$ cat config.mk
export PLATFORM = sky130hd
export DESIGN_NAME = fetch_prefetch_unit_flat
export DESIGN_NICKNAME = d
export VERILOG_FILES = /design/src/rtl/fetch_prefetch_unit_if.sv /design/src/rtl/fetch_prefetch_unit.sv /design/src/flat_wrapper.sv
export SDC_FILE = /design/constraint.sdc
export NUM_CORES = 1
export LEC_CHECK = 0
export ABC_AREA = 0
export BUFFER_PORTS_ARGS = -buffer_cell sky130_fd_sc_hd__buf_2
export CAP_MARGIN = 20
export CORE_AREA = 4 4 197 237
export DETAILED_ROUTE_END_ITERATION = 7
export DIE_AREA = 0 0 201 241
export PLACE_DENSITY = 0.57
export REMOVE_ABC_BUFFERS = 1
export SLEW_MARGIN = 20
export SYNTH_ARGS = -nofsm -noshare
export SYNTH_HDL_FRONTEND = slang
export SYNTH_SLANG_ARGS = --single-unit
$ cat constraint.sdc
create_clock -name clk -period 9.3 [get_ports clk]
set_input_delay 1.86 -clock clk [delete_from_list [all_inputs] [get_ports clk]]
set_output_delay 1.86 -clock clk [all_outputs]
set_load 0.02 [all_outputs]
$ cat src/rtl/fetch_prefetch_unit_if.sv
// Bus between the fetch front end, instruction memory and the decode stage.
// The master modport is the fetch unit; the slave modport is its environment.
interface fetch_prefetch_unit_if;
  logic        imem_req;
  logic [31:0] imem_addr;
  logic        imem_ready;
  logic        imem_rvalid;
  logic [31:0] imem_rdata;
  logic        stall;
  logic        flush;
  logic [31:0] branch_target;
  logic        if_id_valid;
  logic [31:0] if_id_instruction;
  logic [31:0] if_id_pc;

  modport master (
    output imem_req, imem_addr, if_id_valid, if_id_instruction, if_id_pc,
    input  imem_ready, imem_rvalid, imem_rdata, stall, flush, branch_target
  );

  modport slave (
    input  imem_req, imem_addr, if_id_valid, if_id_instruction, if_id_pc,
    output imem_ready, imem_rvalid, imem_rdata, stall, flush, branch_target
  );
endinterface

$ cat src/rtl/fetch_prefetch_unit.sv
// Instruction-fetch front end: issues in-order fetches, buffers returned words in a
// prefetch FIFO and loads IF/ID, squashing in-flight responses on a branch redirect.
module fetch_prefetch_unit #(
  parameter int unsigned DEPTH    = 4,
  parameter logic [31:0] RESET_PC = 32'h0
) (
  input logic                   clk,
  input logic                   rst,
  fetch_prefetch_unit_if.master bus
);
  localparam int unsigned PtrW = $clog2(DEPTH);
  localparam int unsigned CntW = PtrW + 1;
  localparam logic [CntW:0] DepthC = DEPTH[CntW:0];

  logic [31:0]     fetch_pc_q, fetch_pc_d;
  logic [31:0]     resp_pc_q, resp_pc_d;
  logic [CntW-1:0] outstanding_q, outstanding_d;
  logic [CntW-1:0] drop_cnt_q, drop_cnt_d;
  logic [CntW-1:0] fifo_cnt_q, fifo_cnt_d;
  logic [PtrW-1:0] wr_ptr_q, wr_ptr_d;
  logic [PtrW-1:0] rd_ptr_q, rd_ptr_d;
  logic            if_id_valid_q, if_id_valid_d;
  logic [31:0]     if_id_instr_q, if_id_instr_d;
  logic [31:0]     if_id_pc_q, if_id_pc_d;

  logic [31:0] fifo_pc_q    [DEPTH];
  logic [31:0] fifo_instr_q [DEPTH];

  logic [CntW:0] credit_used;
  logic          req, issue, resp, dropping, push, pop;

  // Credit covers both buffered words and words still in flight, so a push never overflows.
  assign credit_used = {1'b0, fifo_cnt_q} + {1'b0, outstanding_q};
  assign req         = !rst && !bus.flush && (credit_used < DepthC);
  assign issue       = req && bus.imem_ready;
  assign resp        = bus.imem_rvalid && (outstanding_q != '0);
  assign dropping    = resp && (drop_cnt_q != '0);
  assign push        = resp && !dropping && !bus.flush;
  assign pop         = !bus.flush && !bus.stall && (fifo_cnt_q != '0);

  assign bus.imem_req          = req;
  assign bus.imem_addr         = fetch_pc_q;
  assign bus.if_id_valid       = if_id_valid_q;
  assign bus.if_id_instruction = if_id_instr_q;
  assign bus.if_id_pc          = if_id_pc_q;

  always_comb begin
    fetch_pc_d    = fetch_pc_q;
    resp_pc_d     = resp_pc_q;
    outstanding_d = outstanding_q + CntW'(issue) - CntW'(resp);
    drop_cnt_d    = drop_cnt_q;
    fifo_cnt_d    = fifo_cnt_q;
    wr_ptr_d      = wr_ptr_q;
    rd_ptr_d      = rd_ptr_q;
    if_id_valid_d = if_id_valid_q;
    if_id_instr_d = if_id_instr_q;
    if_id_pc_d    = if_id_pc_q;
    if (bus.flush) begin
      // Everything still in flight after this cycle belongs to the squashed path.
      fetch_pc_d    = bus.branch_target;
      resp_pc_d     = bus.branch_target;
      drop_cnt_d    = outstanding_q - CntW'(resp);
      fifo_cnt_d    = '0;
      wr_ptr_d      = '0;
      rd_ptr_d      = '0;
      if_id_valid_d = 1'b0;
      if_id_instr_d = '0;
    end else begin
      if (issue) fetch_pc_d = fetch_pc_q + 32'd4;
      if (dropping) drop_cnt_d = drop_cnt_q - CntW'(1);
      if (push) begin
        resp_pc_d = resp_pc_q + 32'd4;
        wr_ptr_d  = wr_ptr_q + PtrW'(1);
      end
      if (pop) rd_ptr_d = rd_ptr_q + PtrW'(1);
      fifo_cnt_d = fifo_cnt_q + CntW'(push) - CntW'(pop);
      if (!bus.stall) begin
        if (pop) begin
          if_id_valid_d = 1'b1;
          if_id_instr_d = fifo_instr_q[rd_ptr_q];
          if_id_pc_d    = fifo_pc_q[rd_ptr_q];
        end else begin
          if_id_valid_d = 1'b0;
          if_id_instr_d = '0;
        end
      end
    end
  end

  always_ff @(posedge clk or posedge rst) begin
    if (rst) begin
      fetch_pc_q    <= RESET_PC;
      resp_pc_q     <= RESET_PC;
      outstanding_q <= '0;
      drop_cnt_q    <= '0;
      fifo_cnt_q    <= '0;
      wr_ptr_q      <= '0;
      rd_ptr_q      <= '0;
      if_id_valid_q <= 1'b0;
      if_id_instr_q <= '0;
      if_id_pc_q    <= '0;
    end else begin
      fetch_pc_q    <= fetch_pc_d;
      resp_pc_q     <= resp_pc_d;
      outstanding_q <= outstanding_d;
      drop_cnt_q    <= drop_cnt_d;
      fifo_cnt_q    <= fifo_cnt_d;
      wr_ptr_q      <= wr_ptr_d;
      rd_ptr_q      <= rd_ptr_d;
      if_id_valid_q <= if_id_valid_d;
      if_id_instr_q <= if_id_instr_d;
      if_id_pc_q    <= if_id_pc_d;
    end
  end

  always_ff @(posedge clk) begin
    if (push) begin
      fifo_pc_q[wr_ptr_q]    <= resp_pc_q;
      fifo_instr_q[wr_ptr_q] <= bus.imem_rdata;
    end
  end

  a_no_overflow: assert property (@(posedge clk) disable iff (rst)
    push |-> ({1'b0, fifo_cnt_q} < DepthC));
  a_rvalid_expected: assert property (@(posedge clk) disable iff (rst)
    bus.imem_rvalid |-> (outstanding_q != '0));
endmodule
$ cat src/flat_wrapper.sv
// flat-port wrapper written by rule: the top's interface ports become plain ports
module fetch_prefetch_unit_flat 
#(
  parameter int unsigned DEPTH    = 4,
  parameter logic [31:0] RESET_PC = 32'h0
)
  (clk, rst, bus_imem_req, bus_imem_addr, bus_if_id_valid, bus_if_id_instruction, bus_if_id_pc, bus_imem_ready, bus_imem_rvalid, bus_imem_rdata, bus_stall, bus_flush, bus_branch_target);
  fetch_prefetch_unit_if bus_i ();
  input logic clk;
  input logic rst;
  output wire logic [$bits(bus_i.imem_req)-1:0] bus_imem_req;
  output wire logic [$bits(bus_i.imem_addr)-1:0] bus_imem_addr;
  output wire logic [$bits(bus_i.if_id_valid)-1:0] bus_if_id_valid;
  output wire logic [$bits(bus_i.if_id_instruction)-1:0] bus_if_id_instruction;
  output wire logic [$bits(bus_i.if_id_pc)-1:0] bus_if_id_pc;
  input wire logic [$bits(bus_i.imem_ready)-1:0] bus_imem_ready;
  input wire logic [$bits(bus_i.imem_rvalid)-1:0] bus_imem_rvalid;
  input wire logic [$bits(bus_i.imem_rdata)-1:0] bus_imem_rdata;
  input wire logic [$bits(bus_i.stall)-1:0] bus_stall;
  input wire logic [$bits(bus_i.flush)-1:0] bus_flush;
  input wire logic [$bits(bus_i.branch_target)-1:0] bus_branch_target;
  assign bus_imem_req = bus_i.imem_req;
  assign bus_imem_addr = bus_i.imem_addr;
  assign bus_if_id_valid = bus_i.if_id_valid;
  assign bus_if_id_instruction = bus_i.if_id_instruction;
  assign bus_if_id_pc = bus_i.if_id_pc;
  assign bus_i.imem_ready = bus_imem_ready;
  assign bus_i.imem_rvalid = bus_imem_rvalid;
  assign bus_i.imem_rdata = bus_imem_rdata;
  assign bus_i.stall = bus_stall;
  assign bus_i.flush = bus_flush;
  assign bus_i.branch_target = bus_branch_target;
  fetch_prefetch_unit #(.DEPTH(DEPTH), .RESET_PC(RESET_PC)) u_core (.clk(clk), .rst(rst), .bus(bus_i));
endmodule
==> results by stage, run 1 <==
Synthesis:
- In the synthesized netlist, the number of instances is 930.
- The average instance area after synthesis is 17.0 um2.
- The fraction of synthesized cell area taken by the top area cell type is between 40% and 50%.
- In the synthesized netlist the dominant register cell turns out to be edfxtp_1.
- The mapped cell area is 15800 um2.
- The sequential element share of the synthesized area is a little under three quarters.
- The post-synthesis cell type count is 47.
- The number of warnings printed during yosys synthesis is 0.
- The number of synthesized flops with an enable pin is 256.
- The largest total area in the synthesized netlist belongs to edfxtp_1.
- By area the synthesized netlist is led by edfxtp_1, dfrtp_1, mux4_2.
- Counting flops with an async set or reset pin after synthesis yields a share of a little over a third.
- The number of register bits inferred by synthesis is 398.

Critical path:
- The arrival time at the worst endpoint is 2.99 ns.
- Among all stages on the critical path, the largest delay is contributed by or4_1.
- The cell that appears most often on the critical path is buf_2.
- In this design, the stage delay of the slowest critical-path cell is 0.57 ns.
- The category of the worst setup path launch point is an input pin.
- The critical path goes through buf_2, or4_1, nor3_1, buf_2.
- Along the worst path, the maximum fanout reaches 15.
- By startpoint and endpoint, the worst setup path is classified as in -> out.
- The worst setup path is captured at an output port.
- The data required time of the worst path is roughly 7.4 ns.

Floorplanning:
- The floorplan step set the die height to 241 um.
- The effective utilization at floorplan is between 30% and 40%.
- The floorplan has 85 rows.
- The overall die area is 48400 um2.
- The core area is 44600 um2.
- In this run the horizontal extent of the chip is roughly 200 um.
- 168 I/O pins were placed.

Global route:
- The total routing usage reported by global routing is 14.2%.
- The global-route wire length before repair is 53700 um.
- The number of global-route vias before repair came to ~9000.
- The initial antenna violation count is 0.
- The remaining global-route overflow is 0.
- The largest net degree at the start of global routing is 95.

Placement:
- In this run the cell area measured after placement is between 15000 and 20000 um2.
- The worst setup slack before clock tree synthesis is 4.43 ns.
- The count of input and output buffers is approximately 170.
- The half-perimeter wire length after detailed placement is approximately 21000 um.
- The routability congestion estimate from global placement is 0.813.
- The placed instance count is 1629.

Detailed routing:
- Across all layers, the routed design uses 8695 vias.
- After detailed routing, the average wire length per cell comes to around 20 um.
- The wire length after detailed routing is 34600 um.
- The remaining antenna violation count is 0.
- The first routing iteration left 388 violations.
- The number of iterations in the first detailed-routing pass is 5.
- After detailed routing, the number of vias per cell comes to 5.09.
- After detailed routing, the number of remaining DRC violations is 0.

Clocking:
- Post-CTS timing repair inserted 0 buffers for setup.
- The clock net sink count is 398.
- No sink is reached through more buffers than the 3 on the longest clock path.
- The TritonCTS clock tree is yes.
- The worst-skew pair later-pin latency is between 0.5 and 0.6 ns.
- The total of cells resized after clock tree synthesis is 0.
- The number of hold buffers added after CTS was 0.
- Clock tree synthesis selected as its root buffer the cell clkbuf_16.
- The H-tree was split into 2 levels.
- The CTS buffer count is 43.
- After clock tree synthesis, the clock-pin slew on the worst setup and hold paths is approximately 0.06 ns.

Cells and area:
- Leaving out fill and tap cells, the most frequent cell in the layout is edfxtp_1.
- In the final design database the tool counted ~1200 nets.
- Of the cells placed in the final design, the portion with a size suffix greater than 1 is 32.0%.
- Leaving out fill and tap cells, the most frequent cells in the layout are edfxtp_1, buf_2, dfrtp_1.
- The synthesis-to-layout area growth is 18.2%.
- The finished layout holds 1708 standard cells, fillers aside.
- The antenna diode count is 0.
- The post-route cell area is 18700 um2.

STA:
- Setup repair after global routing left no endpoint under its margin.
- The number of setup violations in the final report is 0.
- Counting I/O delays and the setup requirement, the final critical path takes 4.85 ns.
- Across the routed clock network, the largest skew measured is 0.0124 ns.
- The max-slew violation count is 0.
- Setup slack closes at roughly 4.4 ns.
- The slew at the pin closest to its max-slew limit is 1.04 ns.
- The final number of hold-violating endpoints is 0.
- The peak clock frequency supported by timing is just over 200 MHz.
- The relative slew slack is 30.5%.
- After routing, the total negative slack on setup checks comes to 0 ns.
- After layout, the worst path uses 52.2% of the clock period.

Power and ir drop:
- The static leakage is 0.00693 uW.
- VDD sags by at most between 0.1 and 0.15 mV.
- The power density relative to cell area is 258 nW/um2.

Status:
- The flow ran to the end, and the final reports show no timing, DRC or antenna violations.

Job:
- The max-capacitance violation count is 0.

Hold path:
- The min-delay analysis places its worst path in the category reg -> reg.
## critical path, delay by kind of cell
kind	cells	cell delay, ns
buf+inv	2	0.39
simple gates	2	0.74
## cell usage after synthesis (2+ instances only)
master,number
mux4_2,64
mux2i_1,3
mux2_2,45
fa_1,2
a21boi_0,3
nand4_1,21
nand3_1,27
ha_1,16
a31oi_1,2
xnor2_1,30
o21ai_0,34
inv_1,27
nor2_1,21
nor2b_1,3
a22o_1,32
dfrtp_1,142
clkbuf_1,34
nor4_1,7
nor3_1,14
nand2_1,51
and2_1,6
xor2_1,14
and4_1,3
o211ai_1,14
or4_1,7
a21oi_1,5
edfxtp_1,256
and3_1,10
buf_2,2
nand2b_1,2
o311ai_0,13
buf_1,5
## stage by stage
step                util [%]  hold slack (ns)  total power, uW
floorplan                  -            0.476             2890
global placement        38.8            0.458             3190
detailed placement      38.8            0.465             3210
CTS                     42.0            0.479             4920
global route            42.0            0.496             5070
finish                  42.0            0.471             4820
## kinds of logic after synthesis
family | count (synthesis) | share of synthesized area (%)
XOR/XNOR | 44 | 2.44
buffers and inverters | 72 | 1.83
AO/OA/AOI/OAI | 108 | 4.87
multiplexers | 112 | 12.5
AND/OR/NAND/NOR | 178 | 5.82
adder cells (fa/ha/maj) | 18 | 1.52
flip-flops | 398 | 71.0
## registers in the layout, indices dropped and copies added (netlist names)
name                          cells
u_core.wr_ptr_q                   2
u_core.bus.if_id_valid            1
u_core.outstanding_q              3
u_core.resp_pc_q                 32
u_core.drop_cnt_q                 3
u_core.rd_ptr_q                   2
u_core.fifo_cnt_q                 3
u_core.bus.if_id_pc              32
u_core.bus.imem_addr             32
u_core.fifo_instr_q             128
u_core.fifo_pc_q                128
u_core.bus.if_id_instruction     32
## worst paths after layout
| kind | start | end | slack, ns | cells after the start |
|---|---|---|---|---|
| max in group asynchronous | rst | u_core.bus.if_id_valid$_DFFE_PP0P_ | 6.55 | 3 |
| hold reg to reg | u_core.bus.if_id_valid$_DFFE_PP0P_ | u_core.bus.if_id_valid$_DFFE_PP0P_ | 0.47 | 1 |
| setup reg to reg | u_core.outstanding_q[2]$_DFF_PP0_ | u_core.bus.imem_addr[26]$_DFFE_PP0P_ | 6.16 | 7 |
| setup / recovery | bus_flush | bus_imem_req | 4.45 | 4 |
| min in group asynchronous | rst | u_core.fifo_cnt_q[0]$_DFF_PP0_ | 1.51 | 2 |
| hold / removal | u_core.bus.if_id_valid$_DFFE_PP0P_ | u_core.bus.if_id_valid$_DFFE_PP0P_ | 0.47 | 1 |
## power breakdown
part / internal [uW] / switching [uW] / total (uW)
registers: 2080 / 180 / 2260
clock network: 1010 / 671 / 1680
logic: 410 / 471 / 881
total: 3500 / 1320 / 4820
## per-layer routing
layer / up-vias / track usage (%) / wire length (um)
met5: - / 0 / 0
met4: 0 / 3.90 / 650
met3: 51 / 2.28 / 1460
met2: 217 / 24.3 / 17300
met1: 4434 / 19.0 / 15200
li1: 3993 / - / -
## area by class of cell
class | count | area [um2]
fillers | 3979 | 25900
multi-input cells | 460 | 4320
flip-flops and latches | 398 | 11200
inverters | 29 | 119
clock buffers | 63 | 1230
repair buffers | 177 | 911
well taps | 565 | 707
clock inverters | 16 | 166
(Power assumes the default switching activity.)
==> inputs of run 2 (changes only) <==
ABC_AREA = 1   (was 0)
CORE_AREA = 4 4 204 246   (was 4 4 197 237)
DIE_AREA = 0 0 208 250   (was 0 0 201 241)
PLACE_DENSITY = 0.59   (was 0.57)
clock period = 4.4 ns   (was 9.3 ns; I/O delays follow)
==> results by stage, run 2 <==
Clocking:
- The clock passes through at most 3 buffers.
- Clock latency on the worst-skew pair, taken at its later pin, is 0.53 ns.
- The CTS buffer count is 41.
- The tree is rooted in a clkbuf_16.
- The total of cells resized after clock tree synthesis is 0.
- The clock net sink count is 398.
- After clock tree synthesis, the clock-pin slew on the worst setup and hold paths is 0.06 ns.
- The hold buffer count at CTS is 0.
- The number of buffers inserted to repair setup after CTS is 0.
- The TritonCTS clock tree is yes.
- The H-tree was split into 2 levels.

Cells and area:
- Of the cells placed in the final design, the portion with a size suffix greater than 1 is 14.9%.
- The post-route cell area is 19900 um2.
- In the final layout, the registers with the most flip-flops are u_core.fifo_instr_q x128, u_core.fifo_pc_q x128.
- The post-layout utilization of the core is 41.6%.
- Leaving out fill and tap cells, the most frequent cells in the layout are nand2_1, edfxtp_1, nor2_1.
- The net count reported at finish is 1892.
- Leaving out fill and tap cells, the most frequent cell in the layout is nand2_1.
- The number of antenna diodes in the final layout is 0.
- The synthesis-to-layout area growth is 16.3%.

Synthesis:
- The biggest area contributor in the post-synthesis netlist is edfxtp_1.
- The average instance area after synthesis is 10.4 um2.
- The number of cells produced by synthesis is 1651.
- The leading cell type by number of instances after synthesis is nand2_1.
- After synthesis, flip-flops and latches occupy between 60% and 70% of the total area.
- The number of warnings printed during yosys synthesis is 0.
- The synthesized design contains 256 enable-type register cells.
- The synthesized netlist contains 36 unique library cells.
- Ranked by total cell area, the synthesized netlist is headed by edfxtp_1, dfrtp_1, nand2_1.
- In the synthesized netlist the async set-or-reset flop fraction comes to about 36%.
- After synthesis the cells add up to 17100 um2.
- By count the netlist is led by nand2_1, edfxtp_1, nor2_1.
- The dominant register cell in the synthesized netlist is edfxtp_1.
- The synthesized design devotes to its leading area cell type 45.0% of total area.
- The number of register bits inferred by synthesis is around 400.

Detailed routing:
- The routed length on met3 is 2040 um.
- The count of nets left with antenna violations once routing finished came out at 0.
- The first routing iteration left 754 violations.
- Summing over every cut layer, the via total after detailed routing is between 10000 and 15000.
- For this block, wires on met1 add up to 19300 um.
- The post-detailed-route DRC marker count is 0.
- The detail-routed net length per standard cell is 17.7 um.
- The highest metal layer carrying signal wires in the routed design is met4.
- The met2 layer wire length in the routed design is about 21000 um.
- The number of iterations in the first detailed-routing pass is 5.
- The wire length after detailed routing is roughly 44000 um.
- The via-per-instance ratio is ~5.

Power and ir drop:
- In this run, the combinational gates consume 22.3% of the power.
- The analysis attributes to cell leakage a power of 0.00825 uW.
- Sequential cells burn 46.2% of the power.
- Cell internal power was estimated by the tool at 7110 uW.
- The worst supply voltage drop on vdd is 0.247 mV.
- For this design the total switching power over the nets is about 3500 uW.
- The switching power share of the total is 32.7%.
- In this run the power density over the cells is 532 nW/um2.
- Per report_power, the clock group accounts for between 30% and 40% of the total.

Floorplanning:
- The total area inside the core boundary comes to 47800 um2.
- During I/O placement, the number of pins put on the boundary was about 170.
- The width of the chip is 208 um.
- The effective utilization at floorplan is 35.8%.
- The vertical die dimension is 250 um.
- The overall die area is approximately 52000 um2.
- The floorplan has 88 rows.

Hold path:
- The tightest min-delay check is of the reg -> reg type.

Global route:
- The number of global-route vias before repair was 12100.
- Across every metal layer, demand over resource in global routing totals 16.4%.
- The largest net degree at the start of global routing is between 100 and 150.
- The first global-routing pass estimated 68600 um of wire.
- The initial antenna violation count is 1.
- The remaining global-route overflow is 0.

Placement:
- The area after detailed placement is 18600 um2.
- During placement, the flow inserted port buffers numbering 167.
- Detailed placement finished with a half-perimeter wire length of 27800 um.
- The routability congestion estimate from global placement is 0.856.

STA:
- The max-slew violation count was 0.
- The number of setup violations in the final report is 0.
- Headroom to the max-slew limit came out at approximately 28%.
- The largest clock skew in the final design is 0.00957 ns.
- Setup repair after global routing left no endpoint under its margin.
- The final cycle utilization of the critical path is between 60% and 70%.
- After layout, the minimum clock period comes to 2.89 ns.
- The slew at the pin closest to its max-slew limit is 1.08 ns.
- The peak clock frequency supported by timing is 346 MHz.
- The final number of hold-violating endpoints is 0.

Critical path:
- Data on the critical path is required at its endpoint by 4.59 ns.
- The delay of the slowest critical-path stage is 0.52 ns.
- The cell family with the largest share of critical-path delay is buffers and inverters.
- The category of the worst setup path launch point is a flip-flop.
- Data on the critical path arrives at its endpoint at 3.08 ns.
- The setup path with the least slack is of type reg -> reg.
- Traced cell by cell, the critical path runs through inv_1, ha_1, inv_1, nor2_1, nand3_1, nor2_1, buf_4, inv_1, nor2_4, buf_12.
- The critical path capture point type is a flip-flop.
- The cell type of the slowest stage on the worst timing path is nor2_4.
- Together, buffers and inverters on the worst path number 5.
- By instance count, the cell type seen most on the critical path is inv_1.
- The biggest fanout along the worst timing path is 49.

Status:
- The run finished with clean final reports.

Job:
- The max-capacitance violation count is 0.
==> run 2: changes by cell type after synthesis, sizes merged, moves of 48 or more <==
cell,previous run,this run
o21ai,34,164
nand3,29,77
mux4,64,0
nand2,51,501
inv,29,83
nor2,21,189
==> run 2: stage by stage <==
| stage | setup TNS (ns) | setup slack [ns] | hold slack, ns | instances | power, uW |
|---|---|---|---|---|---|
| after floorplan | -237.08 | -0.765 | 0.476 | 1574 | 6410 |
| after global placement | 0 | 1.20 | 0.463 | 2391 | 7290 |
| after detailed placement | 0 | 1.19 | 0.464 | 2391 | 7350 |
| after CTS | 0 | 1.45 | 0.481 | 2466 | 10700 |
| after global routing | 0 | 1.26 | 0.508 | 2466 | 11200 |
| final | 0 | 1.51 | 0.478 | 2466 | 10600 |
==> run 2: final cells by class <==
cell class              count  area (um2)
clock inverters            29         238
flip-flops and latches    398       11200
clock buffers              46        1040
repair buffers            187        1040
well taps                 630         788
inverters                  84         323
fillers                  4631       27900
multi-input cells        1092        5200
==> run 2: tightest hold or removal path, stage by stage (launching register included) <==
cell and delay, ns:
dfrtp_1 0.34, nand2_1 0.05, nand2_1 0.05
==> run 2: logic make-up (layout without fill, tap and decap cells) <==
logic type	count (synthesis)	count (layout)	synth area share, %
AO/OA/AOI/OAI	259	259	9.05
XOR/XNOR	22	22	1.13
adder cells (fa/ha/maj)	18	18	1.41
buffers and inverters	161	346	4.00
flip-flops	398	398	65.8
multiplexers	1	1	0.0659
AND/OR/NAND/NOR	792	792	18.6
==> run 2: layer usage <==
| layer | GRT usage (%) | vias to the layer above |
|---|---|---|
| li1 | - | 5938 |
| met1 | 22.0 | 5966 |
| met2 | 28.1 | 327 |
| met3 | 2.16 | 65 |
| met4 | 4.39 | 0 |
| met5 | 0 | - |
==> run 2: path summary, 6_finish.rpt <==
path                                                          from                                 end  slack (ns)  depth (start not counted)
worst max-delay path              u_core.drop_cnt_q[0]$_DFFE_PP0P_   u_core.fifo_pc_q[3][19]$_DFFE_PP_        1.51                         10
worst min-delay path            u_core.bus.if_id_pc[7]$_DFFE_PP0P_  u_core.bus.if_id_pc[7]$_DFFE_PP0P_        0.48                          2
worst max register to register    u_core.drop_cnt_q[0]$_DFFE_PP0P_   u_core.fifo_pc_q[3][19]$_DFFE_PP_        1.51                         10
worst min register to register  u_core.bus.if_id_pc[7]$_DFFE_PP0P_  u_core.bus.if_id_pc[7]$_DFFE_PP0P_        0.48                          2
max in group asynchronous                                      rst    u_core.resp_pc_q[26]$_DFFE_PP0N_        3.02                          3
min in group asynchronous                                      rst      u_core.fifo_cnt_q[2]$_DFF_PP0_        0.51                          2
==> run 2: power by group through the flow <==
| stage | Clock, uW | Sequential, uW | Combinational [uW] |
|---|---|---|---|
| detailed placement | 0 | 4950 | 2400 |
| finish | 3340 | 4880 | 2350 |
| CTS | 3420 | 4880 | 2410 |
| global route | 3590 | 4950 | 2680 |
| floorplan | 0 | 5170 | 1240 |
| global placement | 0 | 4940 | 2360 |
